--- src/rtl/sqlite_rec_pkg.sv ---
// Shared types for the transaction recorder: record ops, capture kinds,
// the default record layout and the sequencer states.
package sqlite_rec_pkg;

  typedef enum logic [1:0] {
    OP_BEGIN  = 2'd0,
    OP_ROW    = 2'd1,
    OP_COMMIT = 2'd2
  } op_e;

  typedef enum logic [1:0] {
    KIND_READ  = 2'd0,
    KIND_WRITE = 2'd1,
    KIND_OTHER = 2'd2,
    KIND_RSVD  = 2'd3
  } kind_e;

  localparam int REC_ADDR_W = 32;
  localparam int REC_DATA_W = 32;
  localparam int REC_TS_W   = 32;

  // Logger-side record layout at the default widths.
  typedef struct packed {
    kind_e                 kind;
    logic [REC_ADDR_W-1:0] addr;
    logic [REC_DATA_W-1:0] data;
    logic [REC_TS_W-1:0]   ts;
  } rec_t;

  typedef enum logic [1:0] {
    ST_IDLE   = 2'd0,
    ST_BEGIN  = 2'd1,
    ST_ROW    = 2'd2,
    ST_COMMIT = 2'd3
  } state_e;

endpackage

--- src/rtl/sqlite_rec_fifo.sv ---
// Synchronous record FIFO with occupancy output; writes to a full FIFO
// and reads from an empty one are ignored.
module sqlite_rec_fifo #(
  parameter int WIDTH = 98,
  parameter int DEPTH = 16
) (
  input  logic                     clk,
  input  logic                     rst_n,
  input  logic                     wr_en,
  input  logic [WIDTH-1:0]         wr_data,
  input  logic                     rd_en,
  output logic [WIDTH-1:0]         rd_data,
  output logic [$clog2(DEPTH):0]   level,
  output logic                     empty,
  output logic                     full
);
  localparam int AW = $clog2(DEPTH);
  localparam int LW = AW + 1;

  logic [WIDTH-1:0] mem [DEPTH];
  logic [AW-1:0]    wp_q, wp_d, rp_q, rp_d;
  logic [LW-1:0]    lvl_q, lvl_d;
  logic             do_wr, do_rd;

  assign empty   = (lvl_q == '0);
  assign full    = (lvl_q == LW'(DEPTH));
  assign do_wr   = wr_en && !full;
  assign do_rd   = rd_en && !empty;
  assign rd_data = mem[rp_q];
  assign level   = lvl_q;

  always_comb begin
    wp_d  = do_wr ? wp_q + AW'(1) : wp_q;
    rp_d  = do_rd ? rp_q + AW'(1) : rp_q;
    lvl_d = lvl_q;
    case ({do_wr, do_rd})
      2'b10:   lvl_d = lvl_q + LW'(1);
      2'b01:   lvl_d = lvl_q - LW'(1);
      default: lvl_d = lvl_q;
    endcase
  end

  always_ff @(posedge clk or negedge rst_n) begin
    if (!rst_n) begin
      wp_q  <= '0;
      rp_q  <= '0;
      lvl_q <= '0;
    end else begin
      wp_q  <= wp_d;
      rp_q  <= rp_d;
      lvl_q <= lvl_d;
    end
  end

  // Storage needs no reset: the level gates every read.
  always_ff @(posedge clk) begin
    if (do_wr) mem[wp_q] <= wr_data;
  end

endmodule

--- src/rtl/sqlite_txn_recorder.sv ---
// Timestamps monitor captures, buffers them and emits them to the logger
// as BEGIN / 1..BATCH ROW / COMMIT groups.
module sqlite_txn_recorder
  import sqlite_rec_pkg::*;
#(
  parameter int ADDR_W  = 32,
  parameter int DATA_W  = 32,
  parameter int TS_W    = 32,
  parameter int DEPTH   = 16,
  parameter int BATCH   = 8,
  parameter int TIMEOUT = 16
) (
  input  logic                   clk,
  input  logic                   rst_n,
  input  logic                   in_valid,
  input  logic [1:0]             in_kind,
  input  logic [ADDR_W-1:0]      in_addr,
  input  logic [DATA_W-1:0]      in_data,
  input  logic                   flush,
  output logic                   out_valid,
  input  logic                   out_ready,
  output logic [1:0]             out_op,
  output logic [1:0]             out_kind,
  output logic [ADDR_W-1:0]      out_addr,
  output logic [DATA_W-1:0]      out_data,
  output logic [TS_W-1:0]        out_ts,
  output logic [$clog2(DEPTH):0] fifo_level,
  output logic [15:0]            drop_cnt
);
  localparam int BC_W = $clog2(BATCH + 1);
  localparam int GC_W = $clog2(TIMEOUT + 1);

  typedef struct packed {
    logic [1:0]        kind;
    logic [ADDR_W-1:0] addr;
    logic [DATA_W-1:0] data;
    logic [TS_W-1:0]   ts;
  } row_t;

  state_e          state_q, state_d;
  logic [TS_W-1:0] ts_q, ts_d;
  logic [15:0]     drop_q, drop_d;
  logic [BC_W-1:0] batch_q, batch_d;
  logic [GC_W-1:0] gap_q, gap_d;

  row_t cap_row, head;
  logic fifo_empty, fifo_full, pop;
  op_e  op;

  assign cap_row = '{kind: in_kind, addr: in_addr, data: in_data, ts: ts_q};
  assign pop     = (state_q == ST_ROW) && !fifo_empty && out_ready;

  sqlite_rec_fifo #(.WIDTH($bits(row_t)), .DEPTH(DEPTH)) u_fifo (
    .clk     (clk),
    .rst_n   (rst_n),
    .wr_en   (in_valid),
    .wr_data (cap_row),
    .rd_en   (pop),
    .rd_data (head),
    .level   (fifo_level),
    .empty   (fifo_empty),
    .full    (fifo_full)
  );

  always_comb begin
    ts_d    = ts_q + TS_W'(1);
    drop_d  = drop_q;
    if (in_valid && fifo_full && drop_q != 16'hFFFF) drop_d = drop_q + 16'd1;
    state_d = state_q;
    batch_d = batch_q;
    gap_d   = gap_q;
    unique case (state_q)
      ST_IDLE:  if (!fifo_empty) state_d = ST_BEGIN;
      ST_BEGIN: if (out_ready) begin
        state_d = ST_ROW;
        batch_d = '0;
        gap_d   = '0;
      end
      ST_ROW: begin
        if (!fifo_empty) begin
          gap_d = '0;
          if (out_ready) begin
            batch_d = batch_q + BC_W'(1);
            if (batch_q + BC_W'(1) == BC_W'(BATCH)) state_d = ST_COMMIT;
          end
        // Group closes only on an empty buffer, so it always holds >= 1 row.
        end else if (flush || (gap_q + GC_W'(1) == GC_W'(TIMEOUT))) begin
          state_d = ST_COMMIT;
          gap_d   = '0;
        end else begin
          gap_d = gap_q + GC_W'(1);
        end
      end
      ST_COMMIT: if (out_ready) state_d = ST_IDLE;
      default:   state_d = ST_IDLE;
    endcase
  end

  always_ff @(posedge clk or negedge rst_n) begin
    if (!rst_n) begin
      state_q <= ST_IDLE;
      ts_q    <= '0;
      drop_q  <= '0;
      batch_q <= '0;
      gap_q   <= '0;
    end else begin
      state_q <= state_d;
      ts_q    <= ts_d;
      drop_q  <= drop_d;
      batch_q <= batch_d;
      gap_q   <= gap_d;
    end
  end

  // Outputs depend only on flops, so they hold until the handshake.
  always_comb begin
    out_valid = 1'b0;
    op        = OP_BEGIN;
    out_kind  = '0;
    out_addr  = '0;
    out_data  = '0;
    out_ts    = '0;
    unique case (state_q)
      ST_BEGIN: out_valid = 1'b1;
      ST_ROW: begin
        op = OP_ROW;
        if (!fifo_empty) begin
          out_valid = 1'b1;
          out_kind  = head.kind;
          out_addr  = head.addr;
          out_data  = head.data;
          out_ts    = head.ts;
        end
      end
      ST_COMMIT: begin
        out_valid = 1'b1;
        op        = OP_COMMIT;
      end
      default: out_valid = 1'b0;
    endcase
  end

  assign out_op   = op;
  assign drop_cnt = drop_q;

endmodule

--- config.mk ---
export PLATFORM = sky130hd
export DESIGN_NAME = sqlite_txn_recorder
export DESIGN_NICKNAME = d
export VERILOG_FILES = /design/src/rtl/sqlite_rec_pkg.sv /design/src/rtl/sqlite_rec_fifo.sv /design/src/rtl/sqlite_txn_recorder.sv
export SDC_FILE = /design/constraint.sdc
export NUM_CORES = 2
export LEC_CHECK = 0
export BUFFER_PORTS_ARGS = -buffer_cell sky130_fd_sc_hd__buf_2
export CORE_ASPECT_RATIO = 1.75
export CORE_MARGIN = 2
export CORE_UTILIZATION = 62
export DETAILED_ROUTE_END_ITERATION = 10
export PLACE_DENSITY = 0.77
export RECOVER_POWER = 25
export SETUP_SLACK_MARGIN = 0.5
export SLEW_MARGIN = 10
export SYNTH_ARGS = -nofsm -noshare
export SYNTH_HDL_FRONTEND = slang
export SYNTH_SLANG_ARGS = --single-unit
--- constraint.sdc ---
create_clock -name clk -period 12.1 [get_ports clk]
set_input_delay 3.63 -clock clk [delete_from_list [all_inputs] [get_ports clk]]
set_output_delay 3.63 -clock clk [all_outputs]
set_load 0.005 [all_outputs]
==> metrics.md <==
| Metric | Value |
|---|---|
| Syn Nets | `around 2,800` |
| CP Launch Type | `flip-flop` |
| PortBufs | `192` |
| Min cycle time layout | `~8000 ps` |
| Commonest non-fill, non-tap cell in the layout | `edfxtp_1` |
| Global-route wire length before repair | `between 200,000 and 250,000 µm` |
| Crit path buf inv count | `2` |
| Seq/Total Area, Yosys | `77.8%` |
| # setup viols final | `0` |
| Critical-path top delay cell | `dfrtp_4` |
| Final net count | `3,073` |
| Slew @ Worst Pin | `1280 ps` |
| Die H | `between 400 and 500 µm` |
| CTS H-tree lvls | `4` |
| GR Util met2 | `47.4%` |
| Worst setup EP type | `output pin` |
| Pin count of the biggest net entering global routing | `170` |
| Share of cells above drive strength 1 | `between 20% and 30%` |
| Slew Viols, Final | `0` |
| Worst path cell trace | `buf_12 -> mux4_2 -> mux2i_1 -> o22ai_1 -> buf_2` |
| TritonCTS buffer count | `between 100 and 150` |
| Lkg Pwr | `roughly 0.023 µW` |
| Hold_buf cts | `0` |
| Synthesized flop and latch total | `around 1,600` |
| Slew headroom | `14.4%` |
| CTS tree | `built` |
| Area growth, synth to finish | `11.1%` |
| Pre-antenna DRT Iters | `8` |
| Arrival time worst endpoint | `4400 ps` |
| Post-cts sizing count | `0` |
| Vias | `about 30,000` |
| Commonest non-fill, non-tap cells in the layout | `edfxtp_1 (1,568), mux4_2 (392), mux2i_1 (199), buf_2 (166), clkbuf_16 (143)` |
| Status | `finished, final reports clean` |
| GP Congestion | `~0.75` |
| CTS Buffer Depth | `3` |
| Routed WL | `between 100,000 and 150,000 µm` |
| Cell count after synthesis | `around 2,700` |
| Met1 Usage GRT | `between 30% and 40%` |
| Worst-Skew Late Latency | `around 750 ps` |
| Critical Path Max Stage Delay | `1190 ps` |
| WL/cell | `around 32 µm` |
| Maxcap violations | `0` |
| Die area | `approximately 100,000 µm²` |
| CP endpoint | `out_ts[1]` |
| Mapped Area | `roughly 63,000 µm²` |
| RSZ-0062 raised after global routing | `no` |
| PnR Total Power | `between 15,000 and 20,000 µW` |
| Cell variety after synth | `50` |
| Initial antenna violation count | `9` |
| Achievable Freq | `about 0.12 GHz` |
| Initial core utilization | `62.5%` |
| Critical path depth | `5` |
| Worst Setup Path Type | `flip-flop to output pin` |
| Largest area contributor in the synthesized netlist | `edfxtp_1` |
| FP Rows | `154` |
| Post-CTS Setup Inserts | `0` |
| Vias per inst | `between 6 and 7` |
| CTS Sinks | `roughly 1,600` |
| Clock skew | `23.1 ps` |
| Clock root buffer | `clkbuf_16` |
| Die width | `245 µm` |
| GR peak layer | `met2` |
| Cell family contributing the most delay on the critical path | `flip-flops` |
| Worst Path Max Fanout | `~170` |
| Final period util | `between 60 and 70%` |
| Remaining global-route overflow | `0` |
| Final Hold Viols | `0` |
| Detailed router's first-iteration violation count | `2,887` |
| Warnings, synthesis | `0` |
| Drc violations | `0` |
| Met3 GRT Util | `approximately 5.4%` |
| Worst Path Required | `around 8500 ps` |
| Power per Cell Area | `223 nW/µm²` |
| Clock-pin slew on the worst setup and hold paths | `60 ps` |
| Antenna-violating nets left | `0` |
| IO Count | `between 150 and 200` |
| Filler Cells Inserted | `between 5,000 and 6,000` |
| Core Area | `101,000 µm²` |
| Worst r2r src | `u_fifo.level[1]$_DFFE_PN0P_` |
| FF-to-FF End | `u_fifo.mem[11][43]$_DFFE_PP_` |
| Ranking of synthesized cells by area | `edfxtp_1 (75%), mux4_2 (14%), mux2i_1 (3.2%), dfrtp_1 (2.9%), o22ai_1 (0.98%)` |
| Top cell type's share of synthesized area | `between 70% and 80%` |
| Gr usage total | `between 20% and 30%` |
| Reg2reg setup slack | `between 7000 and 8000 ps` |
| Setup TNS Final | `0 ps` |
| Vias in the first global route | `31,400` |
| Worst vdd ir | `0.276 mV` |
| Crit path from | `u_fifo.rp_q[1]$_DFFE_PN0P_` |
| FF-to-FF path depth | `6` |
| Avg Inst Size Synth | `22.9 µm²` |
| Detailed Place HPWL | `between 60,000 and 70,000 µm` |
| Tightest Hold Check Type | `flip-flop to flip-flop` |
## registers in the layout, summed over array words and instances (netlist names)
| name | count |
|---|---|
| u_fifo.mem | 1568 |
| ts_q | 32 |
| drop_cnt | 16 |
| gap_q | 5 |
| u_fifo.level | 5 |
| batch_q | 4 |
| u_fifo.rp_q | 4 |
| u_fifo.wp_q | 4 |
| state_q | 2 |
## cells in the mapped netlist, drive strengths merged
| master | n |
|---|---|
| edfxtp | 1568 |
| mux4 | 392 |
| mux2i | 199 |
| o22ai | 98 |
| buf | 89 |
| dfrtp | 72 |
| clkbuf | 52 |
| xnor2 | 36 |
| nand2 | 31 |
| nand3 | 28 |
| nor2 | 27 |
| xor2 | 23 |
| ha | 18 |
| nand4 | 14 |
| inv | 11 |
| o21ai | 11 |
| nor3 | 10 |
| and3 | 9 |
| a21oi | 6 |
| mux2 | 6 |
| nand2b | 5 |
| a22o | 4 |
| and4 | 4 |
| and2 | 3 |
| nor2b | 3 |
| nor4 | 3 |
| a21boi | 2 |
| and4b | 2 |
| o21a | 2 |
| o21bai | 2 |
| or2 | 2 |
| a22oi | 1 |
| a31oi | 1 |
| nand4b | 1 |
| nor3b | 1 |
| o211a | 1 |
| o311ai | 1 |
| o31ai | 1 |
| o32ai | 1 |
| or3 | 1 |
## worst register-to-register path, stage by stage (launching register included)
cell and delay, ps:
dfrtp_1 540, nor4_4 110, a21boi_1 560, nand2_1 440, nor2_4 520, buf_4 640, buf_4 970
## stage by stage
stage | cells | instance area, µm² | utilization [%] | hold slack (ps) | worst slack (ps)
5_1_grt | 4412 | 69800 | 69.4 | 524 | 3890
4_1_cts | 4410 | 69800 | 69.4 | 490 | 4060
3_3_place_gp | 4169 | 65400 | 65.1 | 478 | 4920
2_1_floorplan | 2741 | 62800 | - | 477 | 537
3_5_place_dp | 4170 | 65500 | 65.1 | 477 | 4780
6_report | 4414 | 69800 | 69.4 | 492 | 4070
## worst min path at each step
stage                                    start                          to  depth (start not counted)
detailed placement    drop_cnt[10]$_DFFE_PN0P_    drop_cnt[10]$_DFFE_PN0P_                          1
CTS                   drop_cnt[10]$_DFFE_PN0P_    drop_cnt[10]$_DFFE_PN0P_                          1
finish                drop_cnt[10]$_DFFE_PN0P_    drop_cnt[10]$_DFFE_PN0P_                          1
global route          drop_cnt[10]$_DFFE_PN0P_    drop_cnt[10]$_DFFE_PN0P_                          1
global placement      drop_cnt[10]$_DFFE_PN0P_    drop_cnt[10]$_DFFE_PN0P_                          1
floorplan           u_fifo.rp_q[3]$_DFFE_PN0P_  u_fifo.rp_q[3]$_DFFE_PN0P_                          1
## cell families (layout without fill, tap and decap cells)
group | count (synthesis) | after routing | share of synthesized area (%)
adder cells (fa/ha/maj) | 18 | 18 | 0.359
AO/OA/AOI/OAI | 131 | 131 | 1.34
buffers and inverters | 152 | 495 | 1.07
flip-flops | 1640 | 1640 | 77.8
multiplexers | 597 | 597 | 17.3
other | 0 | 4 | 0
XOR/XNOR | 59 | 59 | 0.823
AND/OR/NAND/NOR | 144 | 144 | 1.26
## where the power goes
group,internal [µW],switching [µW]
clock network,2430,1920
registers,6780,295
logic,1850,2270
total,11100,4480
## metal layers
| metal | wire [µm] | vias up | part of all wire [%] |
|---|---|---|---|
| li1 | - | 12000 | - |
| met3 | 10800 | 284 | 7.7 |
| met5 | 73 | - | 0.052 |
| met4 | 4650 | 12 | 3.3 |
| met1 | 51500 | 15800 | 36 |
| met2 | 74200 | 1547 | 53 |
## final cells by class
| type | instances | area, µm² | share of cell area, % |
|---|---|---|---|
| Clock buffer | 179 | 3770 | 5.41 |
| Multi-Input combinational cell | 949 | 13400 | 19.1 |
| Inverter | 11 | 41.3 | 0.0592 |
| Clock inverter | 61 | 596 | 0.854 |
| Tap cell | 1326 | 1660 | 2.38 |
| Antenna cell | 4 | 10.0 | 0.0143 |
| Sequential cell | 1640 | 48900 | 70.1 |
| Timing Repair Buffer | 244 | 1440 | 2.06 |
No activity file was read; power rests on OpenSTA's default activity.
